### config.mk
export PLATFORM = sky130hd
export DESIGN_NAME = dc_bu_line_scheduler
export DESIGN_NICKNAME = d
export VERILOG_FILES = /design/src/rtl/dc_bu_line_scheduler.sv
export SDC_FILE = /design/constraint.sdc
export NUM_CORES = 1
export LEC_CHECK = 0
export BUFFER_PORTS_ARGS = -buffer_cell sky130_fd_sc_hd__buf_2
export CORE_ASPECT_RATIO = 0.9
export CORE_MARGIN = 10
export CORE_UTILIZATION = 45
export CTS_CLUSTER_DIAMETER = 100
export DETAILED_ROUTE_END_ITERATION = 10
export PLACE_DENSITY_LB_ADDON = 0.3
export SYNTH_ARGS = -nofsm -noshare
export SYNTH_HDL_FRONTEND = slang
export SYNTH_SLANG_ARGS = --single-unit
export TNS_END_PERCENT = 20
### constraint.sdc
create_clock -name clk -period 6.1 [get_ports clk]
set_input_delay 0.61 -clock clk [delete_from_list [all_inputs] [get_ports clk]]
set_output_delay 0.61 -clock clk [all_outputs]
set_load 0.05 [all_outputs]
### src/rtl/dc_bu_line_scheduler.sv
// ---------------------------------------------------------------------------
// dc_bu_line_scheduler
//
// Vertical line scheduler for the buffering unit's five-buffer rotation
// (one write buffer plus filter taps y0..y3). It primes the four taps at
// frame start, then grants output lines once taps y0..y3 hold source rows
// top..top+3. For each granted line it supplies the fractional phase and
// advances the vertical accumulator by v_step.
//
// Ports:
//   clk, rst            clock, asynchronous active-high reset
//   en                  clock enable; low holds all state, issues no pulses
//   frame_start         restart pulse; samples v_step/src_lines/out_lines
//   v_step              Q(STEP_W-FRAC_W).FRAC_W source lines per output line
//   src_lines           source lines per frame (>= 4)
//   out_lines           output lines per frame
//   wr_line_done        writer filled the write buffer with one source line
//   wr_allow            writer may fill the write buffer
//   out_line_req        level request for the next output line
//   out_line_grant      single-cycle grant
//   v_frac              phase of the most recently granted line
//   next_line           rotation pulse to the buffer-function manager
//   no_func_switch      rotation inhibit to the buffer-function manager
//   busy                frame in progress (PRIME, READY, ADVANCE)
//   cfg_err             sticky: src_lines < 4 sampled on frame_start
//   wr_err              sticky: wr_line_done while wr_allow was low
// ---------------------------------------------------------------------------
module dc_bu_line_scheduler #(
  parameter int LINE_W = 11,
  parameter int FRAC_W = 8,
  parameter int STEP_W = 12
) (
  input  logic              clk,
  input  logic              rst,
  input  logic              en,
  input  logic              frame_start,
  input  logic [STEP_W-1:0] v_step,
  input  logic [LINE_W-1:0] src_lines,
  input  logic [LINE_W-1:0] out_lines,
  input  logic              wr_line_done,
  output logic              wr_allow,
  input  logic              out_line_req,
  output logic              out_line_grant,
  output logic [FRAC_W-1:0] v_frac,
  output logic              next_line,
  output logic              no_func_switch,
  output logic              busy,
  output logic              cfg_err,
  output logic              wr_err
);

  localparam int ACC_W = LINE_W + FRAC_W;

  typedef enum logic [2:0] {
    S_IDLE    = 3'd0,
    S_PRIME   = 3'd1,
    S_READY   = 3'd2,
    S_ADVANCE = 3'd3,
    S_DONE    = 3'd4
  } state_t;

  state_t              state, state_n;
  logic [ACC_W-1:0]    acc, acc_n;
  logic [LINE_W-1:0]   top, top_n;
  logic [LINE_W-1:0]   rows_written, rows_n;
  logic [LINE_W-1:0]   grants, grants_n;
  logic                wr_full, wr_full_n;
  logic [STEP_W-1:0]   step_q, step_n;
  logic [LINE_W-1:0]   src_q, src_n;
  logic [LINE_W-1:0]   out_q, out_n;

  logic                wr_allow_n, grant_n, next_line_n, nfs_n, busy_n;
  logic                cfg_err_n, wr_err_n;
  logic [FRAC_W-1:0]   v_frac_n;

  logic [LINE_W-1:0]   acc_int, bottom, target;
  logic                wr_accept, do_grant;

  // Accumulator step that pins at all-ones instead of wrapping, so a long
  // frame with a large step never folds back to the top of the image.
  function automatic logic [ACC_W-1:0] sat_add(input logic [ACC_W-1:0] a,
                                                input logic [STEP_W-1:0] b);
    logic [ACC_W:0] s;
    s = {1'b0, a} + {{(ACC_W + 1 - STEP_W){1'b0}}, b};
    return s[ACC_W] ? {ACC_W{1'b1}} : s[ACC_W-1:0];
  endfunction

  // Bottom-edge clamp: the top tap never passes src_lines-4, so every
  // rotation needs a row that actually exists in the source frame.
  assign acc_int = acc[ACC_W-1:FRAC_W];
  assign bottom  = src_q - LINE_W'(4);
  assign target  = (acc_int < bottom) ? acc_int : bottom;

  assign wr_accept = wr_line_done && wr_allow;

  always_comb begin
    state_n     = state;
    acc_n       = acc;
    top_n       = top;
    rows_n      = rows_written;
    grants_n    = grants;
    wr_full_n   = wr_full;
    step_n      = step_q;
    src_n       = src_q;
    out_n       = out_q;
    next_line_n = 1'b0;
    grant_n     = 1'b0;
    v_frac_n    = v_frac;
    cfg_err_n   = cfg_err;
    wr_err_n    = wr_err;
    do_grant    = 1'b0;

    if (en) begin
      if (frame_start) begin
        acc_n     = '0;
        top_n     = '0;
        rows_n    = '0;
        grants_n  = '0;
        wr_full_n = 1'b0;
        step_n    = v_step;
        src_n     = src_lines;
        out_n     = out_lines;
        if (src_lines < LINE_W'(4)) begin
          cfg_err_n = 1'b1;
          state_n   = S_IDLE;
        end else begin
          state_n   = S_PRIME;
        end
      end else begin
        // The manager consumes the write buffer on the edge it samples
        // next_line, so the buffer is free again from the next cycle.
        if (next_line) wr_full_n = 1'b0;
        if (wr_line_done) begin
          if (wr_allow) begin
            wr_full_n = 1'b1;
            rows_n    = rows_written + 1'b1;
          end else begin
            wr_err_n  = 1'b1;
          end
        end

        case (state)
          S_PRIME: begin
            if (wr_accept) next_line_n = 1'b1;
            if (next_line && (rows_written == LINE_W'(4)))
              state_n = (out_q == '0) ? S_DONE : S_READY;
          end
          S_READY: begin
            // The grant cycle itself never re-samples the request.
            if (out_line_req && !out_line_grant) begin
              if (top == target) do_grant = 1'b1;
              else               state_n  = S_ADVANCE;
            end
          end
          S_ADVANCE: begin
            if (top < target) begin
              // Skip the cycle where the previous pulse is still out so
              // one filled buffer never yields two rotations.
              if (wr_full && !next_line) begin
                next_line_n = 1'b1;
                top_n       = top + 1'b1;
              end
            end else begin
              do_grant = 1'b1;
            end
          end
          default: ;
        endcase

        if (do_grant) begin
          grant_n  = 1'b1;
          v_frac_n = acc[FRAC_W-1:0];
          acc_n    = sat_add(acc, step_q);
          grants_n = grants + 1'b1;
          state_n  = ((grants + 1'b1) == out_q) ? S_DONE : S_READY;
        end
      end
    end

    busy_n     = (state_n == S_PRIME) || (state_n == S_READY) ||
                 (state_n == S_ADVANCE);
    nfs_n      = !en || (state_n == S_IDLE) || (state_n == S_DONE);
    wr_allow_n = !wr_full_n && (rows_n < src_n) &&
                 (state_n != S_IDLE) && (state_n != S_DONE);
  end

  always_ff @(posedge clk or posedge rst) begin
    if (rst) begin
      state          <= S_IDLE;
      acc            <= '0;
      top            <= '0;
      rows_written   <= '0;
      grants         <= '0;
      wr_full        <= 1'b0;
      step_q         <= '0;
      src_q          <= '0;
      out_q          <= '0;
      wr_allow       <= 1'b0;
      out_line_grant <= 1'b0;
      v_frac         <= '0;
      next_line      <= 1'b0;
      no_func_switch <= 1'b1;
      busy           <= 1'b0;
      cfg_err        <= 1'b0;
      wr_err         <= 1'b0;
    end else begin
      state          <= state_n;
      acc            <= acc_n;
      top            <= top_n;
      rows_written   <= rows_n;
      grants         <= grants_n;
      wr_full        <= wr_full_n;
      step_q         <= step_n;
      src_q          <= src_n;
      out_q          <= out_n;
      wr_allow       <= wr_allow_n;
      out_line_grant <= grant_n;
      v_frac         <= v_frac_n;
      next_line      <= next_line_n;
      no_func_switch <= nfs_n;
      busy           <= busy_n;
      cfg_err        <= cfg_err_n;
      wr_err         <= wr_err_n;
    end
  end

endmodule

# Word-level counts from Yosys, hierarchy flattened
# Cells that the tools add are included.
# classes
n_addsub	5
n_lt_le_gt_ge	4
eq_ne	11
bitwise	2
mux	46
reduce_logical	28
# op_table
operator	n
2-to-1 mux 11 bit	13
2-to-1 mux 19 bit	3
adder 11 x 1 -> 11 bit (second input constant)	3
less-than comparator 11 bit	3
2-to-1 mux 3 bit	8
equality test 11 bit	2
adder 19 x 12 -> 20 bit	1
2-to-1 mux 1 bit	19
equality test 3 x 2 -> 1 bit (second input constant)	4
equality test 11 x 3 -> 1 bit (second input constant)	1
zero test 11 bit	1
less-than comparator 11 x 3 -> 1 bit (second input constant)	1
subtractor 11 x 3 -> 11 bit (second input constant)	1
AND reduction 4 bit	2
nonzero test 2 bit	4
logical AND 1 bit	7
equality test 3 x 1 -> 1 bit (second input constant)	2
case mux 3 bit (2 select lines)	1
AND reduction 3 bit	2
zero test 1 bit	4
logical OR 1 bit	4
case mux 1 bit (2 select lines)	2
AND reduction 2 bit	2
equality test 3 bit (second input constant)	1
other kinds (4)	5
# word_totals
out_inout_bits	15
wordCells	113
in_bits	40
ff_bits	105

# Logic depth before layout (Yosys ltp)
# depth
ltp_word	15
ltp_mapped	21
mapped_depth_nobuf	19

# Least setup slack after synthesis
# Ideal clock, no wire load.
# synth_path
path_kind	register to register
from	reg src_q[2]
to	reg grants[7]
path_buffers	2
period_less_slack_ns	4.780
path_stages_with_launch	21
setup_time_ns	0.131
arrival_time_ns	4.648
path_slack_ns	1.320
required_time_ns	5.969
path_cell_list	dfrtp_1 inv_1 ha_1 nand2_1 or3_1 xor2_1 ha_1 or4_1 o22ai_1 maj3_1 buf_2 mux2_2 ha_1 a21oi_1 a21oi_1 or4b_1 o211ai_2 clkbuf_1 a21oi_1 o21ai_0 o31ai_1
# synth_via
elab_chain_len	11
elab_cells_between_ends	13
cone_classes	add/sub (1); order compare (2); eq/ne (1); mux (7); reduce/logical (2)
# synth_lines
element	line_no	source
start, declared	69	logic [LINE_W-1:0] src_q, src_n;
start signal, assigned	214	src_q <= src_n;
subtractor 11 x 3 -> 11 bit *	91	assign bottom = src_q - LINE_W'(4);
less-than comparator 11 bit	92	assign target = (acc_int < bottom) ? acc_int : bottom;
2-to-1 mux 11 bit *	92	
branches (longest 3 deep; another with less-than comparator 11 bit)	n/a	
case mux 1 bit (2 select lines) *	142	case (state)
2-to-1 mux 1 bit *	114	if (frame_start) begin
2-to-1 mux 1 bit *	113	if (en) begin
nonzero test 2 bit (no source line) *	n/a	
AND reduction 2 bit (no source line) *	n/a	
end signal, assigned	211	grants <= grants_n;
end, declared	66	logic [LINE_W-1:0] grants, grants_n;
# Every way passes the cells marked *. The select of a mux whose other input is x is not followed.
# A chain may end at the register's enable or synchronous reset.

# Final worst setup path
# layout_path
from	reg src_q[2]
to	reg wr_allow
# layout_via
elab_chain_len	15
elab_cells_between_ends	25
cone_classes	add/sub (1); order compare (3); eq/ne (2); mux (15); reduce/logical (4)
# layout_lines
element	line_no	source
subtractor 11 x 3 -> 11 bit *	91	
less-than comparator 11 bit	92	
2-to-1 mux 11 bit *	92	
branches (longest 6 deep; another with less-than comparator 11 bit)	n/a	
2-to-1 mux 3 bit *	170	if (do_grant) begin
2-to-1 mux 3 bit *	114	
2-to-1 mux 3 bit *	113	
named net state_n[0]	62	state_t state, state_n;
nonzero test 3 bit	184	(state_n != S_IDLE) && (state_n != S_DONE);
logical AND 1 bit	183	wr_allow_n = !wr_full_n && (rows_n < src_n) &&
logical AND 1 bit *	184	
named net wr_allow_n	72	logic wr_allow_n, grant_n, next_line_n, nfs_n, busy_n;
end signal, assigned	216	wr_allow <= wr_allow_n;
end, declared	41	output logic wr_allow,
# Mark *: on every way through the listed nets, which the timed path passes. The select of a mux whose other input is x is not followed.

==> out/qor.yml <==
min_period_over_period_pct: 88.5
met1_usage_pct: 23.2
final_nets: 872
synth_compound_area_share_pct: 17.0
slew_violations: 0
cts_buffers: 9
crit_required_ps: 6370
first_iter_violations: 487
stdcell_count: 981
vias: 5617
synth_edf_count: 0
syn_inst: 741
cap_violations: 0
synth_area_um2: 6590
core_um2: 14200
ys_ff_latch: 105
met3_usage_pct: 4.28
setup_viol: 0
rrSetupSlack_ps: 700
power.leakage_nw: 3.56
status: "finished, final reports clean"
hold_violations: 0
finClkSkew_ps: 13.2
die-area_um2: 19900
syn_to_final_growth_pct: 11.1
ys_warn_count: 0
io_buffers: 54
r2r_cells: 18
syn_area_per_cell_um2: 8.90
min_period_ps: 5400
p_total_w: 0.00191
fillers: 1329
yosysTopAreaCellShare_pct: 39.5
drtAntennaViolNets: 0
cts.sinks: 105
async_reset_ff_share_pct: 100
fin_setup_tns_ps: 0
yosysTopAreaCell: "dfrtp_1"
path_class: "reg2reg"
synthMostInstantiatedCell: "nand2_1"
grt_pass1_wl_um: 29000
ios: 55
die_h_um: 135
synthFlopType: "dfrtp_1"
num_antenna_cells: 0
grt_max_degree: 71
initial_utilization_pct: 46.4
synth_mux_area_share_pct: 3.64
firstDrtPassIters: 5
worst-path-max-fanout: 10
htreeDepth: 3
die_x_um: 148
clkTransAtPathRegs_ps: 80
dp.cells: 966
gp_congestion: 0.912
seq_area_frac_synth_pct: 39.9
synth.distinct_cells: 68
rows: 41
arrival_ps: 5660
rsz0062_at_grt: "false"
reg2reg_to: "wr_allow$_DFF_PP0_"
drive_above_1_share_pct: 12.3
hold_buffers: 0
root_buffer: "clkbuf_16"
synth_nets: 829
worst_pin_slew_ps: 878
cts_resized: 0
max_freq_mhz: 185
wl_per_cell_um: 17.4
busiest_layer: "met2"
netlist_top_cells_area: "dfrtp_1, ha_1, nand2_1"
clk_latency_ps: 360
cts_setup_buffers: 0
holdCritPathClass: "in2async"
grt-ovfl-total: 0
synth_fa_ha_area_share_pct: 9.38
synthSimpleGateAreaFrac_pct: 20.8
grt_pass1_vias: 5710
routed_via_density: 5.73
endpoint_kind: "register"
peakVddDrop_mv: 0.179
synth_xor_area_share_pct: 5.32
hpwlAfterDp_um: 12400
grt_usage_pct: 17.7
routed_wl_um: 17100
r2r_start: "src_q[2]$_DFF_PP0_"
met2_usage_pct: 28.1
power_density_nw_per_um2: 261
cts.path.max_buffers: 2
synth_top_family_by_area: "simple AND/OR/NAND/NOR gates"
relSlewSlack_pct: 41.5
fin_util_pct: 51.5
cts_tree: "yes"
antenna_found_initial: 0
synthTopCellsByCount: "nand2_1, dfrtp_1, nor2_1"
drcViolationCount: 0
critPathLaunchType: "register"
[per-stage QoR]
step | hold slack (ps) | worst slack [ps] | area, um2
detailed placement | 456 | 788 | 7030
CTS | 294 | 764 | 7320
global placement | 445 | 981 | 7030
finish | 275 | 704 | 7320
floorplan | 450 | 1320 | 6590
global route | 315 | 436 | 7320
[worst max-delay path, stage by stage, from the launching register on]
cell and delay [ps]:
dfrtp_1 420, inv_1 110, ha_1 180, nand2_1 90
or3_1 350, xor2_1 180, ha_1 210, or4_1 470
o22ai_1 140, maj3_1 500, mux2_2 410, ha_1 320
a21oi_1 180, a21oi_1 100, or4b_1 590, o21a_1 310
o21ai_0 400, a221oi_2 90, nor3_1 270
[cell type report]
class,instances,area [um2],share of cell area (%)
Timing Repair Buffer,61,323,4.41
Inverter,35,134,1.83
Multi-Input combinational cell,572,3700,50.5
Sequential cell,105,2630,35.9
Tap cell,193,241,3.30
Clock inverter,4,53.8,0.735
Clock buffer,11,243,3.31
[power breakdown]
group	switching [W]	internal (W)
clock network	0.000265	0.000328
registers	0.0000755	0.000766
logic	0.000297	0.000178
total	0.000637	0.00127
[state kept, by name, indices dropped and copies added, names as in the netlist]
register        cells
acc                19
busy                1
cfg_err             1
grants             11
next_line           1
no_func_switch      1
out_line_grant      1
out_q              11
rows_written       11
src_q              11
state               3
step_q             12
top                11
v_frac              8
wr_allow            1
wr_err              1
wr_full             1
[routing by layer]
layer | vias to the layer above | routed length (um)
li1 | 2710 | -
met1 | 2746 | 8210
met2 | 142 | 7790
met3 | 19 | 768
met4 | 0 | 297
met5 | - | 0
[cell families after synthesis]
logic type	count (synthesis)
and+or+nand+nor	292
xor gates and xnor gates	40
DFF	105
muxes	23
adders and majority gates	49
AOI/OAI and AO/OA	168
buffers and inverters	64
[how the worst max path moves through the flow]
stage / to / start / slack [ps] / cells past startpoint
finish: wr_allow$_DFF_PP0_ / src_q[2]$_DFF_PP0_ / 700 / 18
global route: wr_allow$_DFF_PP0_ / src_q[2]$_DFF_PP0_ / 440 / 18
CTS: wr_allow$_DFF_PP0_ / src_q[2]$_DFF_PP0_ / 760 / 18
detailed placement: wr_allow$_DFF_PP0_ / src_q[2]$_DFF_PP0_ / 790 / 18
global placement: top[9]$_DFFE_PP0P_ / src_q[2]$_DFF_PP0_ / 980 / 19
floorplan: grants[7]$_DFFE_PP0P_ / src_q[2]$_DFF_PP0_ / 1320 / 20
[layout by cell type (no fill, tap or decap), types with 6 or more instances in the layout]
| cell type | netlist | layout |
|---|---|---|
| nand4_1 | 15 | 15 |
| nand3_1 | 20 | 20 |
| a21oi_1 | 40 | 40 |
| xor2_1 | 24 | 24 |
| xnor2_1 | 16 | 16 |
| o21ai_0 | 38 | 38 |
| o21a_1 | 10 | 10 |
| o211ai_1 | 6 | 6 |
| or3_1 | 9 | 9 |
| buf_4 | 0 | 7 |
| mux2i_1 | 15 | 15 |
| nand2_1 | 132 | 132 |
| nor3_1 | 14 | 14 |
| nor2b_1 | 7 | 7 |
| clkbuf_16 | 0 | 9 |
| a31oi_1 | 6 | 6 |
| o2bb2ai_1 | 8 | 8 |
| buf_2 | 7 | 54 |
| inv_1 | 35 | 34 |
| nand2b_1 | 10 | 10 |
| nor4_1 | 9 | 9 |
| mux2_2 | 8 | 8 |
| a21o_1 | 13 | 13 |
| and3_1 | 7 | 7 |
| ha_1 | 47 | 47 |
| dfrtp_1 | 104 | 104 |
| nor2_1 | 49 | 49 |
No activity file was read; power rests on OpenSTA's default activity.
